`src/rtl/pipeline_ctrl.sv`:
```
// Pipeline sequencer: turns debug-unit commands, WB halt and ID hazards into
// per-stage enable/flush strobes for PC, IF/ID, ID/EX, EX/MEM and MEM/WB.
module pipeline_ctrl #(
   parameter int CNT_W = 32
) (
   input  logic             Clock,
   input  logic             i_reset_n,
   input  logic             i_run,
   input  logic             i_step,
   input  logic             i_debug_clear,
   input  logic             i_halt_wb,
   input  logic             i_load_use,
   input  logic             i_branch_taken,
   output logic             o_pc_enable,
   output logic             o_ifid_enable,
   output logic             o_ifid_flush,
   output logic             o_idex_enable,
   output logic             o_idex_flush,
   output logic             o_exmem_enable,
   output logic             o_exmem_flush,
   output logic             o_memwb_enable,
   output logic             o_memwb_flush,
   output logic             o_busy,
   output logic             o_halted,
   output logic [CNT_W-1:0] o_cycle_count
);

   typedef enum logic [1:0] {
      IDLE   = 2'b00,
      RUN    = 2'b01,
      STEP   = 2'b10,
      HALTED = 2'b11
   } state_t;

   state_t           state;
   logic [CNT_W-1:0] cycle_count;
   logic             active;
   logic             adv;
   logic             clear_req;

   localparam logic [CNT_W-1:0] CNT_MAX = {CNT_W{1'b1}};
   localparam logic [CNT_W-1:0] CNT_ONE = {{(CNT_W-1){1'b0}}, 1'b1};

   // A halt reaching WB freezes the pipe in the very cycle it is seen.
   always_comb begin
      active    = i_reset_n && (state == RUN || state == STEP);
      adv       = active && !i_halt_wb;
      clear_req = i_reset_n && (state == HALTED) && i_debug_clear;
   end

   always_ff @(posedge Clock) begin
      if (!i_reset_n) begin
         state       <= IDLE;
         cycle_count <= '0;
      end else begin
         case (state)
            IDLE: begin
               if (i_run)
                  state <= RUN;
               else if (i_step)
                  state <= STEP;
            end
            RUN: begin
               if (i_halt_wb)
                  state <= HALTED;
               else if (!i_run)
                  state <= IDLE;
            end
            STEP: begin
               if (i_halt_wb)
                  state <= HALTED;
               else
                  state <= IDLE;
            end
            HALTED: begin
               if (i_debug_clear)
                  state <= IDLE;
            end
            default: state <= IDLE;
         endcase

         if (clear_req)
            cycle_count <= '0;
         else if (adv && cycle_count != CNT_MAX)
            cycle_count <= cycle_count + CNT_ONE;
      end
   end

   // Load-use stall holds PC and IF/ID and injects a bubble into ID/EX;
   // it takes priority over a taken branch, which ID re-resolves next cycle.
   always_comb begin
      o_pc_enable    = 1'b0;
      o_ifid_enable  = 1'b0;
      o_idex_enable  = 1'b0;
      o_exmem_enable = 1'b0;
      o_memwb_enable = 1'b0;
      o_ifid_flush   = 1'b0;
      o_idex_flush   = 1'b0;
      o_exmem_flush  = 1'b0;
      o_memwb_flush  = 1'b0;

      if (!i_reset_n || clear_req) begin
         o_ifid_flush  = 1'b1;
         o_idex_flush  = 1'b1;
         o_exmem_flush = 1'b1;
         o_memwb_flush = 1'b1;
      end else if (adv) begin
         o_exmem_enable = 1'b1;
         o_memwb_enable = 1'b1;
         o_idex_enable  = 1'b1;
         if (i_load_use) begin
            o_idex_flush = 1'b1;
         end else begin
            o_pc_enable   = 1'b1;
            o_ifid_enable = 1'b1;
            o_ifid_flush  = i_branch_taken;
         end
      end
   end

   assign o_busy        = active;
   assign o_halted      = i_reset_n && (state == HALTED);
   assign o_cycle_count = cycle_count;

endmodule

```
`config.mk`:
```
export PLATFORM = sky130hd
export DESIGN_NAME = pipeline_ctrl
export DESIGN_NICKNAME = d
export VERILOG_FILES = /design/src/rtl/pipeline_ctrl.sv
export SDC_FILE = /design/constraint.sdc
export NUM_CORES = 1
export LEC_CHECK = 0
export CORE_MARGIN = 3
export CORE_UTILIZATION = 45
export CTS_CLUSTER_SIZE = 12
export DETAILED_ROUTE_END_ITERATION = 8
export DONT_BUFFER_PORTS = 1
export PLACE_DENSITY = 0.63
export SYNTH_ARGS = -nofsm -noshare
export SYNTH_HDL_FRONTEND = slang
export SYNTH_SLANG_ARGS = --single-unit
```
`constraint.sdc`:
```
create_clock -name Clock -period 5.1 [get_ports Clock]
set_input_delay 1.02 -clock Clock [delete_from_list [all_inputs] [get_ports Clock]]
set_output_delay 1.02 -clock Clock [all_outputs]
set_load 0.1 [all_outputs]
```
* Word-level counts from Yosys, hierarchy flattened
Index checks and enable logic that the tools add are counted.
Word-level totals: register bits after elaboration 34, input port bits 8, output and inout bits 43, logic and storage cells 42
Operators by class: $add $sub $neg 1, equality and inequality tests 7, mux-type cells 19, bitwise logic cells 1, reductions and logical operators 12
Operators with widths (number):
- $add A32 B1 Y32 const B | 1
- $ne A32 B32 Y1 const B | 1
- $mux W1 | 12
- $mux W2 | 6
- $pmux W2 S4 | 1
- $ne A3 B3 Y1 const B | 2
- $logic_and A1 B1 Y1 | 5
- $eq A2 B2 Y1 const B | 2
- $reduce_and A3 Y1 | 1
- $eq A2 B1 Y1 const B | 1
- $logic_not A1 Y1 | 2
- $logic_not A2 Y1 | 1
- $logic_or A1 B1 Y1 | 2
- $ne A2 B2 Y1 const B | 1
- $reduce_or A2 Y1 | 1
- $not A1 Y1 | 1

* Longest topological paths before layout
word-level depth 6, gate-level depth with buffers 8, mapped depth without buffers 7

* Worst setup path after synthesis
Ideal clock, no wire load.
path type input to output, start input i_debug_clear, end output o_pc_enable, arrival 4.336 ns, slack -0.256 ns, stages 7, buffers on the path 3, cells stage by stage nand2_1 -> and2_2 -> clkbuf_8 -> inv_2 -> buf_1 -> nor3_1 -> buf_4
Between the ends: longest elaborated chain between the ends 3
RTL lines:
- start: declaration | line 10 | input logic i_debug_clear,
- $logic_and A1 B1 Y1 | line 48 | clear_req = i_reset_n && (state == HALTED) && i_debug_clear;
- $logic_or A1 B1 Y1 | line 102 | if (!i_reset_n || clear_req) begin
- $mux W1
- end: declaration | line 14 | output logic o_pc_enable,
Every way passes these cells.

* Worst setup path after layout
start input i_debug_clear, end output o_ifid_enable
Between the ends: longest elaborated chain between the ends 3
RTL lines:
- $logic_and A1 B1 Y1 | line 48
- $logic_or A1 B1 Y1 | line 102
- $mux W1 | line 102
- end: declaration | line 15 | output logic o_ifid_enable,
Every way passes these cells.

==> flow_metrics.tcl <==
set metrics [dict create \
    status "complete, no violations" \
    met3_usage_pct 6.233 \
    cts_resized 0 \
    synth_ff_type "dfxtp_1" \
    final_net_count 258 \
    r2r_cells 5 \
    finClkSkew_ps 4.999 \
    worstPathArrival_ps 2520 \
    drt_wl_total_mm 4.439 \
    cts_tree "built" \
    max_slew_margin_pct 25.47 \
    path_clk_slew_ps 60 \
    cts_setup_buffers 0 \
    rows 23 \
    ys_ff_latch 34 \
    cp.required_ps 4080 \
    yosys.area.top_type "dfxtp_1" \
    r2r_end "o_cycle_count[21]$_SDFFE_PP0P_" \
    tns_ps 0 \
    grt_overflow 0 \
    clockBufferDepth 2 \
    cellPowerDensity_mw_per_mm2 272.5 \
    drive_above_1_share_pct 20.90 \
    grt_pass1_vias 1568 \
    cap_violations 0 \
    worst-path-buf-inv 3 \
    r2r_slack_ps 1870 \
    synth-edff-count 0 \
    critPathTopFamily "buffers and inverters" \
    gp_congestion 0.7741 \
    layout_commonest_cell "dfxtp_1" \
    drt_first_pass_iters 4 \
    critPathLaunchType "input port" \
    setup_viol 0 \
    syn_inst 227 \
    grt_usage_pct 18.22 \
    die_w_um 72.24 \
    slowest_delay_ps 370 \
    drc_errors 0 \
    dp_hpwl_mm 3.267 \
    portBuffers 0 \
    hp-start "state[1]$_SDFFE_PN0P_" \
    place_ws_ps 1532 \
    drv_slew 0 \
    grt_max_degree 29 \
    hp-class "flip-flop to flip-flop" \
    path_cells "nand2_1 -> and2_2 -> inv_2 -> nor3_4 -> buf_4 -> buf_16" \
    vias 1722 \
    period_share_pct 69.42 \
    yosys.area.top_type_share_pct 34.47 \
    coreArea_mm2 0.004115 \
    numCtsBuffers 5 \
    path_class "input port to output pin" \
    dpl.cell_count 288 \
    synth_seq_area_share_pct 34.47 \
    finalHoldViolations 0 \
    area_delta_synth_final_pct 14.96 \
    viasPerCell 5.857 \
    grt_busiest_layer "met2" \
    netlist_area_mm2 0.001974 \
    ys_types 54 \
    setup_slack_ps 1560 \
    r2r-start "o_cycle_count[0]$_SDFFE_PP0P_" \
    p_leak_nw 0.9471 \
    ctsHoldBuffers 0 \
    layout_common_cells "dfxtp_1 (34), nor2_1 (25), nand2_1 (22), buf_4 (21), nand4_1 (12)" \
    finish.utilization_pct 55.15 \
    grt_util_met2_pct 26.90 \
    yosys-top-cells-area "dfxtp_1 (34%), nor2_1 (4.8%), xnor2_1 (4.4%)" \
    worstMarginPinSlew_ps 1116 \
    ir_drop_mv 0.2177 \
    die_height_um 72.24 \
    holdPathStages 1 \
    end_kind "output pin" \
    ys_warn_count 0 \
    dieArea_mm2 0.005219 \
    synth_nets 240 \
    antenna-diode-count 0 \
    dr.first_iter.drc_count 92 \
    async_flop_share_pct 0 \
    syn_area_per_cell_um2 8.698 \
    ant_nets 0 \
    cp_max_fo 28 \
    fmax_ghz 0.2825 \
    clock_latency_ps 290 \
    cts.sinks 34 \
    period_needed_ps 3540 \
    grt_use_met1_pct 23.97 \
    instances_no_fill 294 \
    grt_pass1_wl_mm 7.617 \
    initial_core_util_pct 47.98 \
    ios 51 \
    fillers 391 \
    whs_endpoint "state[1]$_SDFFE_PN0P_" \
    cts_root_buf "clkbuf_8" \
    cts.htree.levels 2 \
    wl_per_cell_um 15.10 \
    rsz0062_at_grt "no" \
    antenna_found_initial 0 \
    worst_path_max_delay_cell "and2_2" \
]
-- through the flow --
step / hold WS [ps] / total power [mW] / area (um2)
finish: 541.6 / 0.6185 / 2270
global route: 557.2 / 0.6429 / 2270
CTS: 546.5 / 0.6266 / 2270
detailed placement: 529.7 / 0.4296 / 2187
global placement: 518.0 / 0.4274 / 2187
floorplan: 497.2 / 0.4125 / 1979
-- synth_stat cells (2+ instances only) --
master    number
dfxtp_1       34
nor2_1        25
nand2_1       22
nand4_1       12
nand3_1       11
a21oi_1       10
xnor2_1       10
a31oi_1        7
and3_1         6
buf_4          5
ha_1           5
inv_1          5
a41o_1         4
and4_1         4
mux2i_1        4
nand2b_1       4
nor3_1         4
o21ai_0        4
and2_2         3
buf_2          3
or3_1          3
xor2_1         3
a211oi_1       2
a31o_2         2
buf_1          2
nor4_1         2
o211a_1        2
o311ai_0       2
or2_2          2
-- registers in the layout (all words and copies together) (netlist names) --
signal	flops
o_cycle_count	32
state	2
-- logic make-up after synthesis --
| logic type | after synthesis | synth area share (%) |
|---|---|---|
| and+or+nand+nor | 112 | 33.52 |
| AOI/OAI and AO/OA | 41 | 15.97 |
| buffers and inverters | 18 | 5.069 |
| adders and majority gates | 5 | 3.169 |
| DFF | 34 | 34.47 |
| xor gates and xnor gates | 13 | 5.767 |
| muxes | 4 | 2.028 |
-- worst max path at each step --
stage          depth (start not counted)           from             to
2_1_floorplan                          7  i_debug_clear    o_pc_enable
3_3_place_gp                           6  i_debug_clear  o_ifid_enable
3_5_place_dp                           6  i_debug_clear  o_ifid_enable
4_1_cts                                6  i_debug_clear  o_ifid_enable
5_1_grt                                6  i_debug_clear  o_ifid_enable
6_report                               6  i_debug_clear  o_ifid_enable
-- routing by layer --
| layer | vias up | wire (um) |
|---|---|---|
| met4 | 0 | 82 |
| met1 | 802 | 2017 |
| met2 | 45 | 1949 |
| met3 | 8 | 390 |
| li1 | 867 | - |
| met5 | - | 0 |
-- report_power, final --
part / internal (mW) / total (mW) / switching (mW)
sequential: 0.271 / 0.285 / 0.0139
combinational: 0.0304 / 0.138 / 0.107
clock: 0.104 / 0.196 / 0.0924
-- area by class of cell --
type	instances	area (um2)	area share [%]
repair buffers	23	205.2	9.041
well taps	50	62.56	2.756
inverters	6	22.52	0.9923
multi-input cells	175	1216	53.58
clock buffers	6	82.58	3.638
flip-flops and latches	34	680.7	29.99
(Power assumes the default switching activity.)
